`config.mk`:
```
export PLATFORM = sky130hd
export DESIGN_NAME = input_pack_mem
export DESIGN_NICKNAME = d
export VERILOG_FILES = /design/src/rtl/input_pack_mem_pkg.sv /design/src/rtl/input_pack_mem_byte_packer.sv /design/src/rtl/input_pack_mem.sv
export SDC_FILE = /design/constraint.sdc
export NUM_CORES = 1
export LEC_CHECK = 0
export ABC_AREA = 1
export BUFFER_PORTS_ARGS = -buffer_cell sky130_fd_sc_hd__buf_2
export CAP_MARGIN = 0
export CORE_AREA = 2 2 140 210
export CTS_BUF_LIST = sky130_fd_sc_hd__clkbuf_4 sky130_fd_sc_hd__clkbuf_8
export DETAILED_ROUTE_END_ITERATION = 12
export DIE_AREA = 0 0 142 212
export HOLD_SLACK_MARGIN = 0.12
export MAX_ROUTING_LAYER = met4
export PLACE_DENSITY = 0.65
export SLEW_MARGIN = 30
export SYNTH_ARGS = -nofsm -noshare
export SYNTH_HDL_FRONTEND = slang
export SYNTH_SLANG_ARGS = --single-unit
export TNS_END_PERCENT = 1
```
`constraint.sdc`:
```
create_clock -name clock -period 4.3 [get_ports clock]
set_input_delay 0.645 -clock clock [delete_from_list [all_inputs] [get_ports clock]]
set_output_delay 0.645 -clock clock [all_outputs]
set_load 0.05 [all_outputs]
```
`src/rtl/input_pack_mem_pkg.sv`:
```
// Shared frame geometry and state encoding for the input packing path.
// The output fetch path imports the same package so both sides agree on
// frame size and address layout.
package input_pack_mem_pkg;

    localparam int FRAME_WORDS    = 19200;
    localparam int BYTES_PER_WORD = 16;
    localparam int ADDR_W         = 16;
    localparam int IDX_W          = ADDR_W - 1;

    typedef enum logic [1:0] {
        IDLE   = 2'd0,
        ACTIVE = 2'd1,
        DONE   = 2'd2
    } state_t;

    // Memory address layout: bank select on the top bit, word index below.
    function automatic logic [ADDR_W-1:0] make_addr(input logic bank,
                                                    input logic [IDX_W-1:0] idx);
        return {bank, idx};
    endfunction

endpackage

```
`src/rtl/input_pack_mem_byte_packer.sv`:
```
// Byte-to-word packer: shifts accepted bytes in MSB-first and flags the
// byte that completes a word. The completed word is presented
// combinationally so the caller can register it on the completing edge.
module byte_packer
    import input_pack_mem_pkg::*;
#(
    parameter int NBYTES = BYTES_PER_WORD
) (
    input  logic                  clock,
    input  logic                  reset_n,
    input  logic                  clear,
    input  logic                  accept,
    input  logic [7:0]            data_in,
    output logic                  word_full,
    output logic [NBYTES*8-1:0]   packed_word
);

    localparam int W     = NBYTES * 8;
    localparam int CNT_W = $clog2(NBYTES);
    localparam logic [CNT_W-1:0] LAST_CNT = CNT_W'(NBYTES - 1);

    // Only the first NBYTES-1 bytes need storage; the last byte comes
    // straight from data_in on the completing cycle.
    logic [W-9:0]     pack_r;
    logic [CNT_W-1:0] cnt_r;

    assign word_full   = accept & (cnt_r == LAST_CNT);
    assign packed_word = {pack_r, data_in};

    // Shift register and byte counter; counter wraps naturally after the last byte.
    always_ff @(posedge clock or negedge reset_n) begin
        if (!reset_n) begin
            pack_r <= '0;
            cnt_r  <= '0;
        end else if (clear) begin
            pack_r <= '0;
            cnt_r  <= '0;
        end else if (accept) begin
            pack_r <= {pack_r[W-17:0], data_in};
            cnt_r  <= cnt_r + CNT_W'(1);
        end else begin
            pack_r <= pack_r;
            cnt_r  <= cnt_r;
        end
    end

endmodule

```
`src/rtl/input_pack_mem.sv`:
```
// Input frame packer: collects pixel bytes into wide words and writes them
// to a banked frame memory, one strobe per word, signalling done once the
// whole frame has been written.
module input_pack_mem
    import input_pack_mem_pkg::*;
#(
    parameter int WORDS_PER_FRAME = FRAME_WORDS,
    parameter int BYTES_PER_WORD  = input_pack_mem_pkg::BYTES_PER_WORD
) (
    input  logic                          clock,
    input  logic                          reset_n,
    input  logic                          start,
    input  logic                          input_base_offset,
    input  logic [7:0]                    DataIn,
    input  logic                          DataValid,
    output logic                          DataReady,
    output logic [BYTES_PER_WORD*8-1:0]   WriteBus,
    output logic [ADDR_W-1:0]             WriteAddress,
    output logic                          WriteEnable,
    output logic                          done
);

    localparam logic [IDX_W-1:0] LAST_IDX = IDX_W'(WORDS_PER_FRAME - 1);

    state_t                        state_r;
    state_t                        state_next_s;
    logic                          bank_r;
    logic [IDX_W-1:0]              idx_r;
    logic                          accept_s;
    logic                          clear_s;
    logic                          write_s;
    logic                          last_s;
    logic                          word_full_s;
    logic [BYTES_PER_WORD*8-1:0]   packed_s;

    assign DataReady = (state_r == ACTIVE);
    assign accept_s  = DataValid & DataReady;
    // Anything outside an active frame (or a dropped start) discards the partial word.
    assign clear_s   = ~start | (state_r != ACTIVE);
    // A word completed in the same cycle start falls is not written.
    assign write_s   = word_full_s & start;
    // The strobe currently on the bus carries the final word of the frame.
    assign last_s    = WriteEnable & (WriteAddress[IDX_W-1:0] == LAST_IDX);

    byte_packer #(
        .NBYTES      (BYTES_PER_WORD)
    ) u_packer (
        .clock       (clock),
        .reset_n     (reset_n),
        .clear       (clear_s),
        .accept      (accept_s),
        .data_in     (DataIn),
        .word_full   (word_full_s),
        .packed_word (packed_s)
    );

    // Next-state logic: start low always returns to IDLE.
    always_comb begin
        state_next_s = state_r;
        if (!start) begin
            state_next_s = IDLE;
        end else begin
            case (state_r)
                IDLE:    state_next_s = ACTIVE;
                ACTIVE:  state_next_s = last_s ? DONE : ACTIVE;
                DONE:    state_next_s = DONE;
                default: state_next_s = IDLE;
            endcase
        end
    end

    // State register.
    always_ff @(posedge clock or negedge reset_n) begin
        if (!reset_n) begin
            state_r <= IDLE;
        end else begin
            state_r <= state_next_s;
        end
    end

    // Bank select captured when a frame begins and held for the whole frame.
    always_ff @(posedge clock or negedge reset_n) begin
        if (!reset_n) begin
            bank_r <= 1'b0;
        end else if ((state_r == IDLE) && start) begin
            bank_r <= input_base_offset;
        end else begin
            bank_r <= bank_r;
        end
    end

    // Word index advances on every written word and restarts with each frame.
    always_ff @(posedge clock or negedge reset_n) begin
        if (!reset_n) begin
            idx_r <= '0;
        end else if (clear_s) begin
            idx_r <= '0;
        end else if (write_s) begin
            idx_r <= idx_r + IDX_W'(1);
        end else begin
            idx_r <= idx_r;
        end
    end

    // Registered memory write port and done flag; bus and address hold between writes.
    always_ff @(posedge clock or negedge reset_n) begin
        if (!reset_n) begin
            WriteBus     <= '0;
            WriteAddress <= '0;
            WriteEnable  <= 1'b0;
            done         <= 1'b0;
        end else begin
            WriteEnable <= write_s;
            done        <= (state_next_s == DONE);
            if (write_s) begin
                WriteBus     <= packed_s;
                WriteAddress <= make_addr(bank_r, idx_r);
            end else begin
                WriteBus     <= WriteBus;
                WriteAddress <= WriteAddress;
            end
        end
    end

endmodule

```
==> metrics.txt, run 1 <==
first-pass GRT wire length=between 40 and 50 mm; Final ANT Viol Nets=0; Die Y=212 µm; Hold Fails Final Rpt=0; clock skew=roughly 0.014 ns; Vias=between 8000 and 9000; status=finished clean; Critical Path AT=~3 ns; syn avg cell area=9.57 µm²; Final setup viols=0; synthesized instance count=1169; final WL=roughly 26 mm; H-tree Lvls=2; RSZ-0062 raised after global routing=false; worst min-delay path class=in -> reg; clk sinks=between 200 and 300; Worst-Skew Late Latency=between 0.5 and 0.6 ns; critical path class=reg -> reg; syn nets=1184; Synth Register Bits=288; leakage=about 6.2 nW; core area=~28000 µm²; CTS tree=yes; placed inst area=12200 µm²; gr ovfl total=0; Critical Path Fanout Max=between 100 and 150; Fill cells=2788; fraction of layout cells with a size suffix above 1=about a fifth; Yosys cell types=24; Synth Warn #=0; total track usage=around 18%; setup slack, reg-to-reg=1.78 ns; Nets=1324; setup TNS=0 ns; width of the die=around 140 µm; Reg clk slew, reported paths=around 0.06 ns; drt first-iter violations=530; Slew Limit Fails=0; fin crit share=slightly below 60%; highest clock rate=0.396 GHz; Port-buffer cells=roughly 160; Finished Cell Area=approximately 13000 µm²; register area share after synthesis=roughly 64%; initial antenna violation count=2; register area=just over 7000 µm²; crit path launch type=flop; CP endpoint kind=flop; vias per inst=approximately 4.9; clk buf depth=3; total CTS buffers=43; Mapped Area=roughly 11000 µm²; relative slew slack=39.3%; placed cell count=1614; RePlAce Congestion=about 0.85; # IOs=160; Multi-input gate area=3110 µm²; Worst-Margin Slew=between 0.9 and 1 ns; HPWL Detailed=~16 mm; maxcap violations=0; Pre-antenna DRT Iters=4; Die ar.=between 30000 and 40000 µm²; number of global-route vias before repair=between 8000 and 9000; largest net degree at the start of global routing=170; Clock Root Buffer=clkbuf_8; required time worst endpoint=4.79 ns; initial core utilization=between 30% and 40%; maximum vdd drop=0.207 mV; DRC violation count after routing=0; FP Rows=76; PwrDens=roughly 390 nW/µm²; Layout area overhead=17.6%; drt wl/cell=15.2 µm; Min Clock Period, post-route=roughly 2.5 ns; non-filler cells in the finished layout=approximately 1700
==> flip-flops by register name (all words and copies together), names as in the netlist <==
register / cells
WriteBus: 128
u_packer.pack_r: 120
WriteAddress: 16
idx_r: 15
u_packer.cnt_r: 4
state_r: 2
WriteEnable: 1
bank_r: 1
done: 1
==> cell usage in the layout (no fill, tap or decap), types with 3 or more instances in the layout <==
cell type and n:
dfrtp_1 288, nand2_1 199, buf_2 158, inv_1 143, o21ai_1 137, nand3_1 132
o21ai_0 129, clkbuf_8 56, nor2_1 26, clkbuf_4 13, a21oi_1 10, nor3_1 9
nand4_1 6, clkinv_2 6, buf_4 5, nor2_2 3, clkinvlp_4 3, buf_12 3
==> synth_stat cells (all sizes together) <==
master  number  area (µm²)
xnor2        2        17.5
buf         48         255
nor2        31         131
ha           2        25.0
inv        145         544
nand4        6        37.5
nand2      201         764
clkbuf      25        93.8
o21ai      266        1330
clkinv       1        3.75
nand3      133         666
and3         1        6.26
dfrtp      288        7210
nor3        10        55.1
a21oi       10        50.1
==> critical path, stage by stage, from the launching register on <==
cell	delay, ns
dfrtp_1	0.41
ha_1	0.24
nand2_1	0.10
nor2_2	0.09
nand2_8	0.46
clkinv_1	0.63
nand2_1	0.22
o21ai_0	0.09
nor2_1	0.11
==> report_power, final <==
part | leakage, nW | switching [mW] | internal [mW]
sequential | 4.01 | 0.00236 | 2.71
clock | 0.491 | 1.05 | 1.29
combinational | 1.69 | 0.118 | 0.0197
total | 6.20 | 1.17 | 4.02
==> layer usage <==
metal | GRT usage, % | wire [µm] | vias to the layer above
li1 | - | - | 4077
met1 | 23.2 | 11200 | 3992
met2 | 28.8 | 12700 | 194
met3 | 3.22 | 1180 | 56
met4 | 6.86 | 753 | 0
met5 | - | 0 | -
==> repair_timing <==
action                    in CTS  in global routing
hold buffers                   1                  0
gates resized for setup        0                  0
buffers inserted               0                  0
hold endpoints to repair      16                  0
==> cells by family after synthesis <==
| group | synth area share [%] |
|---|---|
| AO/OA/AOI/OAI | 12.3 |
| XOR/XNOR | 0.157 |
| adder cells (fa/ha/maj) | 0.224 |
| buffers and inverters | 8.02 |
| flip-flops | 64.4 |
| AND/OR/NAND/NOR | 14.8 |
==> path summary, 6_finish.rpt <==
kind                                          startpoint                        end  depth (start not counted)
max                        u_packer.cnt_r[0]$_DFFE_PN0P_       idx_r[9]$_DFFE_PN0P_                          8
min                                            DataIn[2]    WriteBus[2]$_DFFE_PN0P_                          3
max reg2reg                u_packer.cnt_r[0]$_DFFE_PN0P_       idx_r[9]$_DFFE_PN0P_                          8
min reg2reg                    WriteBus[127]$_DFFE_PN0P_  WriteBus[127]$_DFFE_PN0P_                          2
max in group asynchronous                        reset_n   WriteBus[53]$_DFFE_PN0P_                          3
min in group asynchronous                        reset_n       idx_r[2]$_DFFE_PN0P_                          2
==> per-stage QoR <==
stage	power [mW]	worst slack (ns)	util, %	hold WS (ns)
after floorplan	2.82	2.72	-	0.349
after global placement	2.91	1.60	42.9	0.466
after detailed placement	2.91	1.56	42.9	0.466
after CTS	5.29	1.80	46.3	0.258
after global routing	5.41	1.55	46.3	0.287
final	5.19	1.78	46.3	0.311
==> cell type report <==
class                      count  area share (%)
clock inverter                10           0.466
antenna                        2          0.0380
clock buffer                  69            6.60
inverter                     146            4.17
sequential                   288            54.8
tap                          351            3.34
timing repair buffer         168            6.94
multi-input combinational    662            23.7
(Power assumes the default switching activity.)
==> inputs of run 2 (changes only) <==
--- a/config.mk
+++ b/config.mk
@@ -5,16 +5,16 @@
 export SDC_FILE = /design/constraint.sdc
 export NUM_CORES = 1
 export LEC_CHECK = 0
-export ABC_AREA = 1
+export ABC_AREA = 0
 export BUFFER_PORTS_ARGS = -buffer_cell sky130_fd_sc_hd__buf_2
 export CAP_MARGIN = 0
-export CORE_AREA = 2 2 140 210
+export CORE_AREA = 2 2 141 211
 export CTS_BUF_LIST = sky130_fd_sc_hd__clkbuf_4 sky130_fd_sc_hd__clkbuf_8
 export DETAILED_ROUTE_END_ITERATION = 12
-export DIE_AREA = 0 0 142 212
+export DIE_AREA = 0 0 143 213
 export HOLD_SLACK_MARGIN = 0.12
 export MAX_ROUTING_LAYER = met4
-export PLACE_DENSITY = 0.65
+export PLACE_DENSITY = 0.64
 export SLEW_MARGIN = 30
 export SYNTH_ARGS = -nofsm -noshare
 export SYNTH_HDL_FRONTEND = slang
==> constraint.sdc (replaced) <==
create_clock -name clock -period 2.5 [get_ports clock]
set_input_delay 0.375 -clock clock [delete_from_list [all_inputs] [get_ports clock]]
set_output_delay 0.375 -clock clock [all_outputs]
set_load 0.05 [all_outputs]
==> run 2 against run 1 <==
Against the previous run:
- register-to-register slack worse by 1.3 ns
- first-iteration DRC count down 49%
- design area up 4.2%
- die area up 1.2%
- combinational power up 130%
- largest power group unchanged
==> metrics.txt, run 2 <==
Critical Path Fanout Max=24 (-80%); core area=28600 µm² (+0.67%); Mapped Area=11300 µm² (+0.78%); Port-buffer cells=159 (unchanged); most common cell in the synthesized netlist=dfrtp_1; Post-CTS Resized=0 (unchanged); Reg clk slew, reported paths=0.06 ns (about the same); Vias=6821 (-18%); Worst-Skew Late Latency=0.56 ns (about the same); total track usage=16.8% (-1.3 points); setup TNS=0 ns (unchanged); depth of the most critical reg-to-reg path=5 (-3); fraction of layout cells with a size suffix above 1=39.1% (+20 points); clock skew=0.0145 ns (+0.000864 ns); Synth top area share=63.9% (-0.50 points); leakage=7.25 nW (+17%); reg2reg end=WriteAddress[13]$_DFFE_PN0P_; Slew Limit Fails=0 (unchanged); diode count=0 (-2); worst min-delay path class=in -> reg; first-pass GRT wire length=38.9 mm (-8.2%); RePlAce Congestion=0.726 (-15%); EDFF count, synth=0 (unchanged); initial antenna violation count=0 (-2); Nets=1018 (-23%); non-filler cells in the finished layout=1421 (-16%); Final ANT Viol Nets=0 (unchanged); post-synth top area cell=dfrtp_1; Fill cells=2568 (-7.9%); CP endpoint kind=flop; Clock Root Buffer=clkbuf_8; gr ovfl total=0 (unchanged); max reg flops=128 (unchanged); critical path endpoint=WriteAddress[13]$_DFFE_PN0P_; RSZ-0062 raised after global routing=false; setup slack, reg-to-reg=0.52 ns (-1.26 ns); synthesized instance count=812 (-31%); CP peak stage delay=0.39 ns (-0.24 ns); DRC violation count after routing=0 (unchanged); CP startpoint=u_packer.cnt_r[0]$_DFFE_PN0P_; relative slew slack=49.7% (+10 points); syn avg cell area=13.9 µm² (+45%); clk buf depth=3 (unchanged); Post-CTS Hold Buffers=11 (+10); PwrDens=662 nW/µm² (+68%); drt first-iter violations=272 (-49%); commonest non-fill, non-tap cell in the layout=dfrtp_1; Final Hold Slack=0.357 ns (+0.0461 ns); total power draw=9.08 mW (+75%); Critical Path AT=2.42 ns (-0.59 ns); maximum vdd drop=0.323 mV (+56%); maxcap violations=0 (unchanged); highest clock rate=0.505 GHz (+27%); width of the die=143 µm (+0.70%); required time worst endpoint=2.94 ns (-1.85 ns); Layout area overhead=21.6%; Final setup viols=0 (unchanged); status=finished clean; fin crit share=79.2% (+21 points); post-CTS setup repair buffer count=0 (unchanged); vias per inst=4.80 (-2.1%); final WL=24.3 mm (-5.9%); slowest CP cell=dfrtp_1; Top Registers=WriteBus: 128 flops, u_packer.pack_r: 120 flops, WriteAddress: 16 flops; Hold Fails Final Rpt=0 (unchanged); crit path launch type=flop; register area share after synthesis=63.9% (-0.50 points); clk sinks=288 (unchanged); Worst-Margin Slew=0.755 ns (-0.156 ns); CTS tree=yes; H-tree Lvls=2 (unchanged); Synth Register Bits=288 (unchanged); critical path class=reg -> reg; number of global-route vias before repair=6970 (-14%); Synth async-reset ratio=100% (unchanged); most frequent cells after synthesis=288 x dfrtp_1, 145 x mux2_2, 137 x nor2_1; worst r2r src=u_packer.cnt_r[0]$_DFFE_PN0P_; top_reg_cell synth=dfrtp_1; total CTS buffers=44 (+2.3%); Die ar.=30500 µm² (+1.2%); initial core utilization=39.4% (+0.045 points); Die Y=213 µm (+0.47%); Pre-antenna DRT Iters=4 (unchanged); FP Rows=76 (unchanged); HPWL Detailed=15.9 mm (-1.9%); Biggest register=WriteBus; synth top area cells=dfrtp_1 64%, mux2_2 14%, mux2i_1 11%; Yosys cell types=32 (+33%); largest net degree at the start of global routing=104 (-39%); CP cell instances=ha_1 > nand4_4 > nor2_4 > buf_4 > mux2_2; commonest non-fill, non-tap cells in the layout=288 x dfrtp_1, 157 x buf_2, 145 x mux2_2; drt wl/cell=17.1 µm (+12%); Min Clock Period, post-route=1.98 ns (-0.543 ns); placed cell count=1336 (-17%); syn nets=827 (-30%); Synth Warn #=0 (unchanged); # IOs=160 (unchanged)
==> run 2: changes by cell type after synthesis, sizes merged, moves of 10 or more <==
cell,delta
mux2i,+126
o21ai,-262
mux2,+145
nand3,-123
nand2,-192
buf,-18
nor2,+106
inv,-142
clkbuf,-10
==> run 2: power breakdown <==
part	switching, mW	internal (mW)	total [mW]	leakage, nW
Clock	1.77	2.32	4.09	0.484
Sequential	0.00853	4.67	4.68	4.02
Combinational	0.207	0.106	0.313	2.75
==> run 2: layer usage <==
metal | vias to the layer above | GRT usage (%) | part of all wire [%]
li1 | 3189 | - | -
met1 | 3450 | 20.2 | 42
met2 | 130 | 28.2 | 52
met3 | 52 | 2.80 | 3.5
met4 | 0 | 6.42 | 2.7
met5 | - | - | 0
==> run 2: worst max-delay path: cells and delay by family, from the launching register on <==
family        cells  cell delay, ns
simple gates      2            0.48
flops             1            0.39
buf+inv           1            0.38
mux               1            0.38
fa+ha+maj         1            0.23
==> run 2: cell type report <==
class,instances,area [µm²],share of cell area (%)
tap,390,488,3.56
timing repair buffer,190,1210,8.82
clock buffer,68,836,6.10
inverter,3,11.3,0.0821
multi-input combinational,476,3870,28.3
clock inverter,6,85.1,0.620
sequential,288,7210,52.6
==> run 2: worst min path at each step <==
stage	from	endpoint	depth (start not counted)
2_1_floorplan	reset_n	WriteAddress[0]$_DFFE_PN0P_	0
3_3_place_gp	reset_n	WriteBus[39]$_DFFE_PN0P_	1
3_5_place_dp	reset_n	WriteBus[39]$_DFFE_PN0P_	1
4_1_cts	DataValid	idx_r[3]$_DFFE_PN0P_	5
5_1_grt	DataValid	idx_r[3]$_DFFE_PN0P_	5
6_report	DataValid	idx_r[3]$_DFFE_PN0P_	5
==> run 2: kinds of logic (layout without fill, tap and decap cells) <==
group | count (synthesis) | count (layout) | share of synthesized area (%)
compound gates | 10 | 10 | 0.488
simple gates | 184 | 184 | 7.20
fa+ha+maj | 2 | 2 | 0.222
flops | 288 | 288 | 63.9
buf+inv | 48 | 267 | 1.81
mux | 271 | 271 | 25.7
xor+xnor | 9 | 9 | 0.699
==> run 2: through the flow <==
stage	util (%)	setup slack [ns]	area, µm²
finish	47.9	0.520	13700
global route	47.9	0.408	13700
CTS	47.9	0.494	13700
detailed placement	44.3	0.509	12700
global placement	44.3	0.540	12700
floorplan	-	0.724	11300
==> inputs of run 3 (changes only) <==
==> constraint.sdc (replaced) <==
create_clock -name clock -period 2.05 [get_ports clock]
set_input_delay 0.3075 -clock clock [delete_from_list [all_inputs] [get_ports clock]]
set_output_delay 0.3075 -clock clock [all_outputs]
set_load 0.05 [all_outputs]
==> run 3 against run 2 <==
Against the previous run:
- clock-buffer cell count grew 6
- global-route usage shrank 0.14 points
- hold slack lost 0.089 ns
- design area grew 0.78%
- critical path type unchanged
- critical endpoint is now WriteBus[4]$_DFFE_PN0P_
- largest power group unchanged
==> metrics.txt, run 3 (synthesis gave the netlist of run 2 again) <==
status=finished clean; critical path class=reg -> reg; FP Rows=76 (unchanged); Worst-Skew Late Latency=0.57 ns (about the same); Vias=6905 (+1.2%); CP peak stage delay=0.38 ns (about the same); Final ANT Viol Nets=0 (unchanged); CP cell instances=ha_1 > nand4_4 > nor2_4 > buf_12 > buf_4 > mux2_2; required time worst endpoint=2.49 ns (-0.45 ns); CTS tree=yes; vias per inst=4.81 (+0.24%); highest clock rate=0.526 GHz (+4.1%); setup TNS=0 ns (unchanged); Clock Root Buffer=clkbuf_8; Min Clock Period, post-route=1.90 ns (-0.0789 ns); final WL=24.3 mm (about the same); # IOs=160 (unchanged); clk sinks=288 (unchanged); drt wl/cell=17.0 µm (-0.91%); register area=7210 µm² (unchanged); post-CTS setup repair buffer count=0 (unchanged); max reg flops=128 (unchanged); H-tree Lvls=2 (unchanged); initial core utilization=39.4% (unchanged); core area=28600 µm² (unchanged); largest net degree at the start of global routing=65 (-38%); Slew Limit Fails=0 (unchanged); Pre-antenna DRT Iters=4 (unchanged); Nets=1025 (+0.69%); Top Registers=WriteBus: 128 flops, u_packer.pack_r: 120 flops, WriteAddress: 16 flops; Critical Path Fanout Max=24 (unchanged); Die ar.=30500 µm² (unchanged); Hold Fails Final Rpt=0 (unchanged); relative slew slack=65.5% (+16 points); clk buf depth=3 (unchanged); initial antenna violation count=0 (unchanged); clock skew=0.0216 ns (+0.00701 ns); diode count=0 (unchanged); drt first-iter violations=209 (-23%); Final setup viols=0 (unchanged); total track usage=16.6% (-0.14 points); DRC violation count after routing=0 (unchanged); commonest non-fill, non-tap cells in the layout=288 x dfrtp_1, 157 x buf_2, 145 x mux2_2; maxcap violations=0 (unchanged); width of the die=143 µm (unchanged); maximum vdd drop=0.498 mV (+54%); gr ovfl total=0 (unchanged); Die Y=213 µm (unchanged); slowest CP cell=dfrtp_1; Worst-Margin Slew=0.518 ns (-0.237 ns); Port-buffer cells=159 (unchanged); number of global-route vias before repair=7076 (+1.5%); Layout area overhead=22.5%; dpl ws=0.152 ns (-0.357 ns); HPWL Detailed=16.0 mm (+0.17%); Reg clk slew, reported paths=0.06 ns (about the same); Critical Path AT=2.34 ns (-0.08 ns); worst min-delay path class=in -> async; non-filler cells in the finished layout=1435 (+0.99%); RePlAce Congestion=0.770 (+6.1%); fin crit share=92.7% (+14 points); placed cell count=1342 (+0.45%); PwrDens=806 nW/µm² (+22%); first-pass GRT wire length=38.6 mm (-0.83%); commonest non-fill, non-tap cell in the layout=dfrtp_1; final worst setup slack=0.149 ns (-0.371 ns); crit path launch type=flop; total CTS buffers=45 (+2.3%); Fill cells=2536 (-1.2%); fraction of layout cells with a size suffix above 1=39.9% (+0.82 points); Biggest register=WriteBus; leakage=7.32 nW (+0.94%); CP endpoint kind=flop; Multi-input gate area=3870 µm² (unchanged); RSZ-0062 raised after global routing=false
-- run 3: cell count changes in the layout (fill, tap and decap cells not counted) --
cell	before	now
buf_12	11	12
bufinv_16	2	0
clkinv_2	2	6
clkbuf_8	52	59
buf_4	9	14
clkbuf_4	16	15
-- run 3: layer usage --
layer	vias to the layer above	global-route usage, %	wire [µm]
met5	-	-	0
met3	46	3.54	991
li1	3186	-	-
met2	150	27.6	12700
met1	3523	19.8	9940
met4	0	6.42	737
-- run 3: worst max-delay path: cells and delay by family (launching register included) --
| family | cells | cell delay [ns] |
|---|---|---|
| mux | 1 | 0.36 |
| flops | 1 | 0.38 |
| buf+inv | 2 | 0.44 |
| fa+ha+maj | 1 | 0.23 |
| simple gates | 2 | 0.36 |
-- run 3: what timing repair did --
action                                 CTS  global route
endpoints found under the hold margin  116             0
hold buffers                            11             0
resized for setup                        0             0
-- run 3: report_power, final --
part | internal [mW] | switching, mW | total, mW
Clock | 2.85 | 2.20 | 5.06
Combinational | 0.127 | 0.253 | 0.380
Sequential | 5.70 | 0.0104 | 5.71
-- run 3: cell type report --
type | count | area share, %
clock buffers | 74 | 6.69
clock inverters | 8 | 0.326
inverters | 3 | 0.0815
multi-input cells | 476 | 28.0
flip-flops and latches | 288 | 52.2
well taps | 390 | 3.53
repair buffers | 196 | 9.17
-- run 3: per-stage QoR --
stage | power [mW] | hold slack (ns) | util (%) | instance area (µm²)
6_report | 11.1 | 0.269 | 48.3 | 13800
5_1_grt | 11.6 | 0.273 | 48.3 | 13800
2_1_floorplan | 5.97 | 0.0119 | - | 11300
3_5_place_dp | 6.19 | 0.298 | 44.5 | 12700
3_3_place_gp | 6.19 | 0.300 | 44.5 | 12700
4_1_cts | 11.3 | 0.233 | 48.3 | 13800
-- run 3: final timing paths --
check                                               from                       end  slack, ns  depth (start not counted)
setup / recovery           u_packer.cnt_r[0]$_DFFE_PN0P_   WriteBus[4]$_DFFE_PN0P_       0.15                          6
max in group asynchronous                        reset_n  WriteBus[58]$_DFFE_PN0P_       1.06                          3
hold / removal                                   reset_n  WriteBus[39]$_DFFE_PN0P_       0.27                          2
hold reg to reg                    idx_r[14]$_DFFE_PN0P_     idx_r[14]$_DFFE_PN0P_       0.48                          1
setup reg to reg           u_packer.cnt_r[0]$_DFFE_PN0P_   WriteBus[4]$_DFFE_PN0P_       0.15                          6
min in group clock                             DataValid      idx_r[5]$_DFFE_PN0P_       0.27                          5
